### config.mk
export PLATFORM = sky130hd
export DESIGN_NAME = alu_arbiter_flat
export DESIGN_NICKNAME = d
export VERILOG_FILES = /design/src/rtl/alu_arbiter_if.sv /design/src/rtl/alu_arbiter.sv /design/src/flat_wrapper.sv
export SDC_FILE = /design/constraint.sdc
export NUM_CORES = 1
export LEC_CHECK = 0
export BUFFER_PORTS_ARGS = -buffer_cell sky130_fd_sc_hd__buf_2
export CAP_MARGIN = 25
export CORE_ASPECT_RATIO = 1.2
export CORE_MARGIN = 5
export CORE_UTILIZATION = 39
export CTS_CLUSTER_SIZE = 30
export DETAILED_ROUTE_END_ITERATION = 8
export PLACE_DENSITY = 0.74
export SLEW_MARGIN = 40
export SYNTH_ARGS = -nofsm -noshare
export SYNTH_HDL_FRONTEND = slang
export SYNTH_SLANG_ARGS = --single-unit
### constraint.sdc
create_clock -name clk -period 1.66 [get_ports clk]
set_clock_uncertainty 0.05 [all_clocks]
set_input_delay 0 -clock clk [delete_from_list [all_inputs] [get_ports clk]]
set_output_delay 0 -clock clk [all_outputs]
set_load 0.01 [all_outputs]
### src/rtl/alu_arbiter_if.sv
// Request/response bundle between the functional-unit requesters and the shared-ALU arbiter.
// master = requester side, slave = arbiter side.
interface alu_arbiter_if #(
    parameter int unsigned NUM_REQ = 4
);
    localparam int unsigned ID_W = $clog2(NUM_REQ);

    logic [NUM_REQ-1:0]   req;
    logic [4*NUM_REQ-1:0] req_op;
    logic [8*NUM_REQ-1:0] req_a;
    logic [8*NUM_REQ-1:0] req_b;
    logic [NUM_REQ-1:0]   gnt;
    logic                 rsp_valid;
    logic                 rsp_ready;
    logic [ID_W-1:0]      rsp_id;
    logic [7:0]           rsp_y;
    logic [3:0]           rsp_flag;

    modport master (
        output req, req_op, req_a, req_b, rsp_ready,
        input  gnt, rsp_valid, rsp_id, rsp_y, rsp_flag
    );

    modport slave (
        input  req, req_op, req_a, req_b, rsp_ready,
        output gnt, rsp_valid, rsp_id, rsp_y, rsp_flag
    );
endinterface

### src/rtl/alu_arbiter.sv
// Round-robin scheduler sharing one 8-bit ALU among NUM_REQ requesters; one op per grant,
// result returned on a valid/ready channel tagged with the requester id.
module alu_arbiter #(
    parameter int unsigned NUM_REQ = 4
) (
    input  logic         clk,
    input  logic         rst,
    alu_arbiter_if.slave bus,
    output logic [7:0]   alu_a,
    output logic [7:0]   alu_b,
    output logic [3:0]   alu_sel,
    input  logic [7:0]   alu_y,
    input  logic [3:0]   alu_flag,
    output logic         busy
);
    localparam int unsigned ID_W = $clog2(NUM_REQ);

    typedef enum logic [1:0] {IDLE, EXEC, RESP} state_t;

    state_t          state_q, state_d;
    logic [ID_W-1:0] ptr_q, pend_q, win_idx, cand;
    logic            win_found, gnt_win, grant;

    // Winner search starts just after the last winner and wraps around.
    always_comb begin : arb_search
        win_found = 1'b0;
        win_idx   = '0;
        cand      = '0;
        for (int unsigned k = 1; k <= NUM_REQ; k++) begin
            cand = ID_W'((32'(ptr_q) + k) % NUM_REQ);
            if (!win_found && bus.req[cand]) begin
                win_found = 1'b1;
                win_idx   = cand;
            end
        end
    end

    always_ff @(posedge clk) begin : state_reg
        if (rst) state_q <= IDLE;
        else     state_q <= state_d;
    end

    always_comb begin : next_state
        state_d = state_q;
        case (state_q)
            IDLE:    if (grant) state_d = EXEC;
            EXEC:    state_d = RESP;
            RESP:    if (bus.rsp_ready) state_d = grant ? EXEC : IDLE;
            default: state_d = IDLE;
        endcase
    end

    // Grants only open while idle or while the held response is being consumed.
    always_comb begin : fsm_out
        gnt_win = (state_q == IDLE) || ((state_q == RESP) && bus.rsp_ready);
        grant   = gnt_win && win_found;
        bus.gnt = '0;
        if (grant) bus.gnt = NUM_REQ'(1) << win_idx;
    end

    always_ff @(posedge clk) begin : datapath
        if (rst) begin
            ptr_q         <= ID_W'(NUM_REQ - 1);
            pend_q        <= '0;
            alu_a         <= '0;
            alu_b         <= '0;
            alu_sel       <= '0;
            bus.rsp_valid <= 1'b0;
            bus.rsp_id    <= '0;
            bus.rsp_y     <= '0;
            bus.rsp_flag  <= '0;
            busy          <= 1'b0;
        end else begin
            busy <= (state_d != IDLE);
            if (grant) begin
                alu_sel <= bus.req_op[{win_idx, 2'b00} +: 4];
                alu_a   <= bus.req_a[{win_idx, 3'b000} +: 8];
                alu_b   <= bus.req_b[{win_idx, 3'b000} +: 8];
                pend_q  <= win_idx;
                ptr_q   <= win_idx;
            end
            if (state_q == EXEC) begin
                bus.rsp_valid <= 1'b1;
                bus.rsp_id    <= pend_q;
                bus.rsp_y     <= alu_y;
                bus.rsp_flag  <= alu_flag;
            end else if ((state_q == RESP) && bus.rsp_ready) begin
                bus.rsp_valid <= 1'b0;
            end
        end
    end
endmodule

### src/flat_wrapper.sv
// flat-port wrapper written by rule: the top's interface ports become plain ports
module alu_arbiter_flat 
#(
    parameter int unsigned NUM_REQ = 4
)
  (clk, rst, alu_a, alu_b, alu_sel, alu_y, alu_flag, busy, bus_req, bus_req_op, bus_req_a, bus_req_b, bus_rsp_ready, bus_gnt, bus_rsp_valid, bus_rsp_id, bus_rsp_y, bus_rsp_flag);
  alu_arbiter_if #(.NUM_REQ(NUM_REQ)) bus_i ();
  input  logic clk;
  input  logic rst;
  output logic [7:0] alu_a;
  output logic [7:0] alu_b;
  output logic [3:0] alu_sel;
  input  logic [7:0] alu_y;
  input  logic [3:0] alu_flag;
  output logic busy;
  input wire logic [$bits(bus_i.req)-1:0] bus_req;
  input wire logic [$bits(bus_i.req_op)-1:0] bus_req_op;
  input wire logic [$bits(bus_i.req_a)-1:0] bus_req_a;
  input wire logic [$bits(bus_i.req_b)-1:0] bus_req_b;
  input wire logic [$bits(bus_i.rsp_ready)-1:0] bus_rsp_ready;
  output wire logic [$bits(bus_i.gnt)-1:0] bus_gnt;
  output wire logic [$bits(bus_i.rsp_valid)-1:0] bus_rsp_valid;
  output wire logic [$bits(bus_i.rsp_id)-1:0] bus_rsp_id;
  output wire logic [$bits(bus_i.rsp_y)-1:0] bus_rsp_y;
  output wire logic [$bits(bus_i.rsp_flag)-1:0] bus_rsp_flag;
  assign bus_i.req = bus_req;
  assign bus_i.req_op = bus_req_op;
  assign bus_i.req_a = bus_req_a;
  assign bus_i.req_b = bus_req_b;
  assign bus_i.rsp_ready = bus_rsp_ready;
  assign bus_gnt = bus_i.gnt;
  assign bus_rsp_valid = bus_i.rsp_valid;
  assign bus_rsp_id = bus_i.rsp_id;
  assign bus_rsp_y = bus_i.rsp_y;
  assign bus_rsp_flag = bus_i.rsp_flag;
  alu_arbiter #(.NUM_REQ(NUM_REQ)) u_core (.clk(clk), .rst(rst), .bus(bus_i), .alu_a(alu_a), .alu_b(alu_b), .alu_sel(alu_sel), .alu_y(alu_y), .alu_flag(alu_flag), .busy(busy));
endmodule
==> results by group <==
Synthesis
  • Synthesized cell area: 2230 µm²
  • Post-synth ARST share: 0%
  • Gate Count Post-Synth: 260
  • Synth cell types: 38
  • Seq cells post-synth: 42
  • Syn nets: 359
  • Syn_area_per_cell: 8.59 µm²
  • EDFF count, synth: 0
  • Top FF cell, synth: dfxtp_1
  • Count of warnings emitted by yosys: 0
  • Sequential area share after synthesis: 37.7%

STA
  • Crit path time final: 1.79 ns
  • Final WS setup: -0.127 ns
  • Worst hold margin: 0.0139 ns
  • RSZ-0062 raised after global routing: yes
  • Fin crit share: 108%
  • Slew HR: 62.1%
  • Achievable clock frequency: 559 MHz
  • Final Hold Fails: 0
  • Final Setup Violations: 20
  • Max-slew violation count: 0
  • Worst Tran Pin Value: 0.568 ns

Clock network
  • H-tree depth: 2
  • CTS tree: done
  • Root buf cell: clkbuf_8
  • Clock tree buffer depth: 2
  • Clock sink count: 42
  • TritonCTS buffer count: 5
  • Worst-skew pair later-pin latency: 0.29 ns
  • CTS clock-pin slew for the worst setup and hold paths: 0.08 ns

Pwr
  • Total power: 3.40 mW
  • Pwr dens: 852 nW/µm²
  • Max VDD drop: 0.495 mV
  • Leak pwr: 1.93 nW

Layout
  • ANT cells: 0
  • Share of layout cells above drive strength 1: 45.1%
  • Layout area overhead: 78.9%
  • Post-Route Utilization: 70.9%
  • Net count, final: 570
  • Fillers: 428

Setup path
  • Crit Path Class: reg2reg
  • Startpoint Class: register
  • Endpoint arrival time on the critical path: 1.91 ns
  • CP max FO: 6
  • Worst setup EP type: register
  • Critical Path RT: 1.78 ns

Outcome
  • Status: finished, violations left
  • Failing checks: negative setup slack

Die
  • Die height: 92.9 µm
  • Initial core utilization: 39.6%
  • Core area: 5630 µm²
  • I/O pin total: 139
  • Die width: 79.1 µm
  • Total die area: 7340 µm²
  • FP Rows: 30

Drt
  • Via count: 2767
  • Met2 wire len: 4290 µm
  • Vias per inst: 5.16
  • Drt initial violations: 104
  • M1 WL: 3120 µm
  • Top layer in use: met4
  • # DRC: 0
  • Total length of routed met3 wires: 719 µm
  • Wire per inst: 15.4 µm
  • First-pass DRT Iterations: 4
  • Antenna Nets Post-Route: 0
  • Routed WL: 8260 µm

Placement
  • DPL Wire Length: 5460 µm
  • PortBufs: 138
  • RePlAce Congestion: 0.810
  • Pre-CTS setup slack: -0.126 ns

GRT
  • Number of global-route vias before repair: 2795
  • GRT overflow: 0
  • Gr usage total: 21.8%
  • First-pass GRT wire length: 12900 µm
  • Initial antenna violation count: 0
  • Largest net degree at the start of global routing: 31

Flow run
  • Max Cap Violations: 0

Hold path
  • Worst Hold Class: in2reg
-- cell usage after synthesis (4+ instances only) --
library cell	count	area [µm²]
nor2_1	9	33.8
a211oi_2	6	75.1
o21ai_1	10	50.1
o21bai_1	9	67.6
and3_1	20	125
a21boi_0	12	90.1
nand2_1	43	161
dfxtp_1	42	841
a211oi_1	10	75.1
nor3_1	4	20.0
o211ai_1	12	90.1
a21oi_1	18	90.1
clkbuf_1	15	56.3
mux2i_1	21	210
-- cells by family (layout without fill, tap and decap cells) --
family          Yosys count  in the layout  share of synthesized area, %
mux                      21             21                          9.42
simple gates             89             89                          19.5
buf+inv                  22            234                          5.27
flops                    42             42                          37.7
compound gates           86             86                          28.2
-- cell type report --
class | count | area, µm² | area share (%)
Timing Repair Buffer | 225 | 1550 | 38.9
Multi-Input combinational cell | 196 | 1380 | 34.5
Sequential cell | 42 | 845 | 21.2
Clock buffer | 6 | 93.8 | 2.35
Tap cell | 64 | 80.1 | 2.01
Clock inverter | 2 | 38.8 | 0.971
Inverter | 1 | 3.75 | 0.0940
-- worst max-delay path, stage by stage, from the launching register on --
cell       delay (ns)
dfxtp_4          0.39
mux2i_1          0.21
a2bb2oi_2        0.21
buf_6            0.15
nand2_8          0.07
buf_2            0.19
a211oi_1         0.34
a211oi_2         0.06
-- flip-flops by register name (all words and copies together) (netlist names), 4 cells and up --
name / flops
u_core.bus.rsp_y: 8
u_core.alu_b: 8
u_core.bus.rsp_flag: 4
u_core.alu_a: 8
u_core.alu_sel: 4
-- final timing paths --
check | from | endpoint | slack [ns] | cells past startpoint
setup reg to reg | u_core.ptr_q[1] | u_core.alu_b[0] | -0.13 | 7
hold / removal | bus_req_a[28] | u_core.alu_a[4] | 0.01 | 3
setup / recovery | u_core.ptr_q[1] | u_core.alu_b[0] | -0.13 | 7
hold reg to reg | u_core.pend_q[0] | u_core.bus.rsp_id[0] | 0.40 | 2
-- repair_timing --
action / 4_1_cts / 5_1_grt
hold endpoints to repair: 34 / 0
resized for setup: 18 / 18
pin swaps: 6 / 8
endpoints found under the setup margin: 26 / 24
hold buffers: 49 / 0
cloned: 0 / 1
setup buffers: 9 / 6
-- power breakdown --
group | total [mW] | switching (mW) | internal, mW
combinational | 1.29 | 0.610 | 0.684
clock | 0.906 | 0.364 | 0.542
sequential | 1.20 | 0.0676 | 1.13
-- metrics by stage --
step	TNS, ns	cells	area, µm²
2_1_floorplan	-0.0238	260	2240
3_3_place_gp	-0.461	463	3070
3_5_place_dp	-1.45	463	3070
4_1_cts	-0.579	529	3860
5_1_grt	-3.18	536	3990
6_report	-0.899	536	3990
-- layer usage --
layer / vias up / GRT usage (%)
met3: 14 / 7.20
met1: 1259 / 23.9
met2: 135 / 39.2
met4: 0 / 7.02
met5: - / 0
li1: 1359 / -
-- cell usage in the layout, fill, tap and decap left out, types with 3 or more instances in the layout --
cell and instances:
nor2_1 8, a211oi_1 6, buf_12 3, buf_4 25
and3_1 20, o211ai_1 12, nand2_1 42, o21bai_1 9
mux2i_1 19, buf_6 7, dfxtp_1 41, clkbuf_8 5
a21boi_0 12, buf_2 139, a21oi_1 18, o21ai_1 12
a211oi_2 10, dlygate4sd3_1 49
No activity file was read; power rests on OpenSTA's default activity.
